File: config.mk
export PLATFORM = sky130hd
export DESIGN_NAME = csi_mag_averager
export DESIGN_NICKNAME = d
export VERILOG_FILES = /design/src/rtl/csi_mag_averager.sv
export SDC_FILE = /design/constraint.sdc
export NUM_CORES = 2
export LEC_CHECK = 0
export CAP_MARGIN = 20
export CORE_MARGIN = 5
export CORE_UTILIZATION = 45
export CTS_CLUSTER_SIZE = 30
export DETAILED_ROUTE_END_ITERATION = 6
export PLACE_DENSITY = 0.57
export SLEW_MARGIN = 15
export SYNTH_ARGS = -nofsm -noshare
export SYNTH_HDL_FRONTEND = slang
export SYNTH_SLANG_ARGS = --single-unit
File: constraint.sdc
create_clock -name clk_in -period 17.45 [get_ports clk_in]
set_clock_uncertainty 0.15 [all_clocks]
set_input_delay 3.49 -clock clk_in [delete_from_list [all_inputs] [get_ports clk_in]]
set_output_delay 3.49 -clock clk_in [all_outputs]
set_load 0.005 [all_outputs]
File: src/rtl/csi_mag_averager.sv
// Per-subcarrier averager over 2**LOG2_AVG CSI frames, drained as a valid/ready vector stream.
// Optional drop counter port drop_count_out is enabled by defining CSI_AVG_DROP_CNT_EN.
module csi_mag_averager #(
    parameter int DATA_WIDTH = 32,
    parameter int NUM_SC     = 64,
    parameter int LOG2_AVG   = 3
) (
    input  logic                      clk_in,
    input  logic                      rst_in,
    input  logic [DATA_WIDTH-1:0]     mag_in,
    input  logic                      mag_valid_in,
    input  logic                      sof_in,
    output logic [DATA_WIDTH-1:0]     avg_out,
    output logic [$clog2(NUM_SC)-1:0] avg_idx_out,
    output logic                      avg_valid_out,
    output logic                      avg_last_out,
`ifdef CSI_AVG_DROP_CNT_EN
    output logic [15:0]               drop_count_out,
`endif
    input  logic                      avg_ready_in
);

    localparam int ACC_W = DATA_WIDTH + LOG2_AVG;
    localparam int IDX_W = $clog2(NUM_SC);
    localparam int FC_W  = (LOG2_AVG > 0) ? LOG2_AVG : 1;
    localparam logic [IDX_W-1:0] LAST_IDX = IDX_W'(NUM_SC - 1);
    localparam logic [FC_W-1:0]  FC_MAX   = FC_W'((1 << LOG2_AVG) - 1);

    typedef enum logic [1:0] {
        IDLE,
        ACCUM,
        DRAIN
    } state_t;

    state_t           state_reg, state_next;
    logic [IDX_W-1:0] sc_idx_reg, sc_idx_next;
    logic [FC_W-1:0]  frame_cnt_reg, frame_cnt_next;

    logic             wr_en;
    logic             wr_first;
    logic [IDX_W-1:0] wr_addr;
    logic [ACC_W-1:0] wr_data;
    logic [ACC_W-1:0] rd_reg;
    logic [ACC_W-1:0] acc_mem [NUM_SC];

    always_ff @(posedge clk_in or posedge rst_in) begin
        if (rst_in) begin
            state_reg     <= IDLE;
            sc_idx_reg    <= '0;
            frame_cnt_reg <= '0;
        end else begin
            state_reg     <= state_next;
            sc_idx_reg    <= sc_idx_next;
            frame_cnt_reg <= frame_cnt_next;
        end
    end

    always_comb begin
        state_next     = state_reg;
        sc_idx_next    = sc_idx_reg;
        frame_cnt_next = frame_cnt_reg;
        wr_en          = 1'b0;
        wr_first       = 1'b0;
        wr_addr        = sc_idx_reg;
        case (state_reg)
            IDLE: begin
                if (mag_valid_in && sof_in) begin
                    wr_en       = 1'b1;
                    wr_first    = (frame_cnt_reg == '0);
                    wr_addr     = '0;
                    sc_idx_next = IDX_W'(1);
                    state_next  = ACCUM;
                end
            end
            ACCUM: begin
                if (mag_valid_in) begin
                    wr_en = 1'b1;
                    if (sof_in) begin
                        // Short frame: restart the whole window from this sample
                        wr_first       = 1'b1;
                        wr_addr        = '0;
                        frame_cnt_next = '0;
                        sc_idx_next    = IDX_W'(1);
                    end else begin
                        wr_first = (frame_cnt_reg == '0);
                        if (sc_idx_reg == LAST_IDX) begin
                            sc_idx_next = '0;
                            if (frame_cnt_reg == FC_MAX) begin
                                frame_cnt_next = '0;
                                state_next     = DRAIN;
                            end else begin
                                frame_cnt_next = frame_cnt_reg + FC_W'(1);
                                state_next     = IDLE;
                            end
                        end else begin
                            sc_idx_next = sc_idx_reg + IDX_W'(1);
                        end
                    end
                end
            end
            DRAIN: begin
                if (avg_ready_in) begin
                    if (sc_idx_reg == LAST_IDX) begin
                        sc_idx_next    = '0;
                        frame_cnt_next = '0;
                        state_next     = IDLE;
                    end else begin
                        sc_idx_next = sc_idx_reg + IDX_W'(1);
                    end
                end
            end
            default: state_next = IDLE;
        endcase
    end

    assign wr_data = wr_first ? ACC_W'(mag_in) : (rd_reg + ACC_W'(mag_in));

    // Read address is the next index, so rd_reg always holds acc[sc_idx_reg]:
    // the pre-fetched operand for accumulation, or the current beat while draining.
    always_ff @(posedge clk_in) begin
        if (wr_en) begin
            acc_mem[wr_addr] <= wr_data;
        end
        rd_reg <= acc_mem[sc_idx_next];
    end

    assign avg_valid_out = (state_reg == DRAIN);
    assign avg_idx_out   = avg_valid_out ? sc_idx_reg : '0;
    assign avg_last_out  = avg_valid_out && (sc_idx_reg == LAST_IDX);
    assign avg_out       = avg_valid_out ? DATA_WIDTH'(rd_reg >> LOG2_AVG) : '0;

`ifdef CSI_AVG_DROP_CNT_EN
    logic [15:0] drop_cnt_reg;
    logic        drop_inc;

    // Any sof outside IDLE discards a frame: an aborted window in ACCUM or a frame dropped in DRAIN
    assign drop_inc = mag_valid_in && sof_in && (state_reg != IDLE);

    always_ff @(posedge clk_in or posedge rst_in) begin
        if (rst_in) begin
            drop_cnt_reg <= '0;
        end else if (drop_inc && (drop_cnt_reg != 16'hFFFF)) begin
            drop_cnt_reg <= drop_cnt_reg + 16'd1;
        end
    end

    assign drop_count_out = drop_cnt_reg;
`endif

endmodule

---- Yosys cells after proc, flatten, opt, wreduce, memory -nomap -nowiden ----
Memories as Yosys holds them, arrays and structs flattened. A register that Yosys moved wholly into a read port is not among the register bits.
Cells that the tools add are included.
W data, S select, Z words.
cells by class
  muxes and demuxes ....................... 37
  eq/ne operators ......................... 11
  reduce and logical (&&, ||, !) cells .... 7
  add/sub/neg operators ................... 3
operators with widths
  kind                   number
  $mux W6                9
  $add A35 B32 Y35       1
  $mux W35               1
  $mux W32               1
  $mux W3                6
  $pmux W6 S3            1
  $mux W2                7
  $pmux W6 S2            1
  $ne A2 B2 Y1 const B   4
  $mux W1                7
  $add A6 B1 Y6 const B  1
  $eq A6 B6 Y1 const B   1
  $pmux W2 S3            1
  $pmux W3 S2            1
  $reduce_and A6 Y1      1
  $reduce_and A5 Y1      1
  $ne A2 B1 Y1 const B   2
  $pmux W1 S2            2
  $add A3 B1 Y3 const B  1
  $eq A3 B3 Y1 const B   1
  $logic_not A3 Y1       1
  $ne A3 B3 Y1 const B   1
  $eq A2 B1 Y1 const B   1
  $eq A2 B2 Y1 const B   1
  3 further kinds        4
storage, ports and cells
  logic and storage cells ................. 62
  flip-flop bits (word level) ............. 11
  input port bits ......................... 37
  output and inout bits ................... 40
  memories kept ........................... 1
  memory bits (writable) .................. 2240
memories
  name     words  width  read ports  clocked after Yosys merged registers in  wr ports  line  RTL
  acc_mem  64     35     1           1                                        1         44    logic [ACC_W-1:0] acc_mem [NUM_SC];

---- Longest topological paths before layout ----
  depth in word-level cells ............... 6
  depth in mapped cells ................... 16

---- Worst setup path after synthesis ----
Ideal clock, no wire load.
  path type ............................... input to register
  from .................................... input port mag_in[0]
  to ...................................... memory acc_mem[0][26] (netlist bit), data pin
  slack ................................... 8.289 ns
  required time ........................... 16.580 ns
  library setup time ...................... 0.720 ns
  cell stages on the path ................. 10
  path buffers ............................ 0
  arrival time ............................ 8.291 ns
  cells stage by stage .................... ha_1 -> fa_1 -> a211oi_1 -> o21bai_1 -> a221o_1 -> a22oi_1 -> o21ai_1 -> o21a_1 -> o21a_1 -> o31ai_1
on the way
  cells in the longest elaborated chain, start to end .. 2
ends and longest elaborated chain
  item                   line  RTL
  start, declared        10    input logic [DATA_WIDTH-1:0] mag_in,
  $add A35 B32 Y35       116   assign wr_data = wr_first ? ACC_W'(mag_in) : (rd_reg + ACC_W'(mag_in));
  $mux W35               116
  named net wr_data[26]  42    logic [ACC_W-1:0] wr_data;
  end, declared          44
The timed path passes the listed nets, and every way through them passes these cells.

---- Worst setup path after layout ----
  from .................................... input port sof_in
  to ...................................... register rd_reg[14] (read register of acc_mem)
on the way
  cells in the longest elaborated chain, start to end .. 3
  elaborated cells between the ends (all ways) .. 5
ends and longest elaborated chain
  item                                            line    RTL
  start, declared                                 12      input logic sof_in,
  $mux W6 or $logic_and A1 B1 Y1 (tied branches)  78, 67
  $mux W6 (on tied branches)                      76, 67
  $pmux W6 S3 *                                   65      case (state_reg)
  end, declared                                   43      logic [ACC_W-1:0] rd_reg;
Every way passes the cells marked *; elsewhere a longest branch is shown, timed or not.
A chain may end at the register's enable or synchronous reset.

==> summary.md <==
| Metric | Value |
|---|---|
| Buffer levels on the longest clock path | 3 |
| Shortest clock period the worst path allows after layout | approximately 9 ns |
| Critical path's most frequent cell | buf_4 |
| Pleak | around 33 nW |
| Synthesized-area fraction occupied by and/or/nand/nor cells | a little over 6% |
| Power per Cell Area | around 170 mW/mm2 |
| Maximum resistive drop on vdd | between 150 and 200 uV |
| Area of the placeable core | roughly 0.20 mm2 |
| Remaining max-slew budget at the tightest pin | approximately a fifth |
| Number of cells produced by synthesis | around 5400 |
| Endpoints failing setup | 0 |
| Asr flop ratio synth | less than 1% |
| Number of synthesized flops with an enable pin | between 2000 and 2500 |
| Flop and latch count out of synthesis | about 2300 |
| Element type at the critical path end | flop |
| Average via count per standard cell | between 6 and 7 |
| Critical-path maximum fanout | 110 |
| Dominant register cell in the synthesized netlist | edfxtp_1 |
| Drt total wl | about 280 mm |
| Crit path max-delay family | buffers and inverters |
| Setup repair after global routing missed its margin | no |
| Standard cell with the maximum stage delay on the critical path | buf_4 |
| Cells along the critical path | clkdlybuf4s50_1 -> nor4bb_1 -> or2_1 -> o22a_4 -> buf_12 -> buf_4 -> buf_4 -> mux4_2 -> a22o_1 -> o31ai_2 -> nand4_1 |
| Fraction of final layout cells sized beyond drive strength 1 | around 16% |
| RD Place Congestion | 0.897 |
| Hold violation total from the final report | 0 |
| Final Worst Setup Slack | between 8 and 9 ns |
| Clock tree from TritonCTS | built |
| # rows | ~170 |
| Worst min-delay path category | flop to flop |
| Critical path class | primary input to flop |
| Initial drt markers | 6344 |
| Place WS | 7.62 ns |
| Net Count, Synth | around 5400 |
| Wire per inst | 33.2 um |
| Number of top-level design ports | between 70 and 80 |
| Post-synthesis share of cell area spent on xor and xnor gates | less than 1% |
| Half-perimeter wire length after detailed placement | between 150 and 200 mm |
| Initial cell density of the core | between 40% and 50% |
| Count leader, synth | edfxtp_1 |
| Transition time at the pin with the least slew margin | between 1 and 1.5 ns |
| Die Width | ~460 um |
| Buffers and inverters on the worst path | 4 |
| Mean cell area of the mapped netlist | 17.0 um2 |
| Distinct cells, synth | 85 |
| Number of gates resized after CTS | 0 |
| Initial antenna violation count | 23 |
| Detailed-router iteration count before antenna repair | 6 |
| Vias in the first global route | just over 50000 |
| Synth Cell Area | 0.0910 mm2 |
| Hold slack final | 0.428 ns |
| Longest individual stage delay on the worst path | ~0.74 ns |
| Commonest cells in the netlist | 2240 x edfxtp_1, 583 x nand2_1, 249 x mux2i_1 |
| Total vias in the final route | 52800 |
| Top post-synthesis cells by area | edfxtp_1 74%, mux4_2 6.0%, mux2i_1 2.7% |
| GRT Resource Usage Total | between 20% and 30% |
| Root buffer selected by CTS | clkbuf_16 |
| Number of buffers inserted by post-CTS setup repair | 0 |
| Top cell type by total area after synthesis | edfxtp_1 |
| Maximum achievable frequency | around 110 MHz |
| Register cell area after layout | ~0.07 mm2 |
| Multiplexer share of the synthesized area | between 8 and 9% |
| Max-cap violation count | 0 |
| Final clock period utilization by the worst path | about half |
| Clock latency of the later-clocked register in the worst-skew pair | between 0.9 and 1 ns |
| Layout-stage area growth over the synthesis result | 13.3% |
| Sequential cell area fraction in the yosys report | between 70% and 80% |
| Utilization after layout | 51.1% |
| Largest net degree at the start of global routing | 137 |
| Wire length of the first global-routing pass | 392 mm |
| Dominant combinational cell family by area after synthesis | multiplexers |
| Antenna-violating nets left | 0 |
| Count of nets after finishing | 5582 |
| Area of combinational cells with multiple inputs | ~0.022 mm2 |
| GRT overflow | 0 |
| CTS clk-pin slew, worst paths | around 0.07 ns |
| Count of hold-fix buffers inserted at cts | 0 |
| Y dimension of the die | roughly 460 um |
| TNS Setup | 0 ns |
| Number of remaining DRC errors | 0 |
| Startpoint type of the worst setup path | primary input |
| Largest register FFs | ~2200 |
| Fillers | 16200 |
| Number of clock buffers inserted by TritonCTS | 225 |
| Status | finished clean |
| Complex-gate fraction of the synthesized area | roughly 7.1% |
| Post-synthesis adder-cell area fraction | 0.517% |
| Portion of synthesized cell area occupied by the leading cell type | between 70% and 80% |
| Max-slew violation count | 0 |
| H-tree levels | 4 |
| PortBufs | 76 |
| Worst path arrival time | a little over 9 ns |
| Yosys synthesis warning count | 0 |
| Overall die area | ~0.21 mm2 |
| Num Clock Sinks | 2286 |
| Power after layout | 17.1 mW |
| WP data required | 18.03 ns |
[routing by layer]
metal / global-route usage [%] / part of all wire, % / routed length [um] / up-vias
li1: - / - / - / 21800
met1: 37.5 / 41 / 114000 / 27700
met2: 39.9 / 46 / 127000 / 2790
met3: 6.39 / 10 / 29100 / 454
met4: 7.88 / 3.0 / 8500 / 8
met5: 0 / 0.019 / 54 / -
[cells in the final DEF (no fill, tap or decap), types with 61 or more instances in the layout]
cell type,netlist,layout
mux2i_1,249,249
nor2_4,0,68
mux4_2,242,242
and3_1,95,95
o21ai_0,116,104
a21oi_1,233,214
nand3_1,231,230
nand2_1,583,576
clkbuf_16,0,225
clkbuf_1,159,61
o22ai_1,90,90
buf_4,42,178
edfxtp_1,2240,2240
clkdlybuf4s50_1,0,76
[where the power goes]
group,total [mW],switching [mW],internal (mW),leakage (nW)
combinational,4.77,3.47,1.30,8.84
clock,4.80,2.13,2.68,3.53
sequential,7.50,0.192,7.31,20.6
total,17.1,5.79,11.3,33.0
[cell type report]
cell class / count / area share [%]
antenna: 12 / 0.0291
clock buffer: 287 / 5.70
clock inverter: 139 / 1.39
inverter: 26 / 0.125
multi-input combinational: 2707 / 21.2
sequential: 2286 / 66.2
tap: 2672 / 3.24
timing repair buffer: 262 / 2.12
[tightest hold or removal path: stages, from the launching register on]
cell	delay [ns]
dfrtp_1	0.39
inv_1	0.07
o21ai_0	0.08
[final timing paths]
check	from	to	slack, ns	depth (start not counted)
worst max-delay path	sof_in	rd_reg[14]	8.71	11
worst min-delay path	frame_cnt_reg[2]	frame_cnt_reg[2]	0.43	2
worst max register to register	sc_idx_reg[0]	rd_reg[14]	10.99	11
worst min register to register	frame_cnt_reg[2]	frame_cnt_reg[2]	0.43	2
max in group asynchronous	rst_in	sc_idx_reg[1]	13.91	2
min in group asynchronous	rst_in	frame_cnt_reg[2]	2.80	2
[per-stage QoR]
step,std cells,cell area [um2]
3_3_place_gp,7945,95700
5_1_grt,8380,103000
3_5_place_dp,7951,95800
4_1_cts,8377,103000
6_report,8391,103000
2_1_floorplan,5358,91000
[kinds of logic after synthesis]
kind of cell             after synthesis
flip-flops                          2286
AND/OR/NAND/NOR                     1195
AO/OA/AOI/OAI                        939
multiplexers                         510
buffers and inverters                365
adder cells (fa/ha/maj)               37
XOR/XNOR                              26
Power figures use the tool's default switching activity.
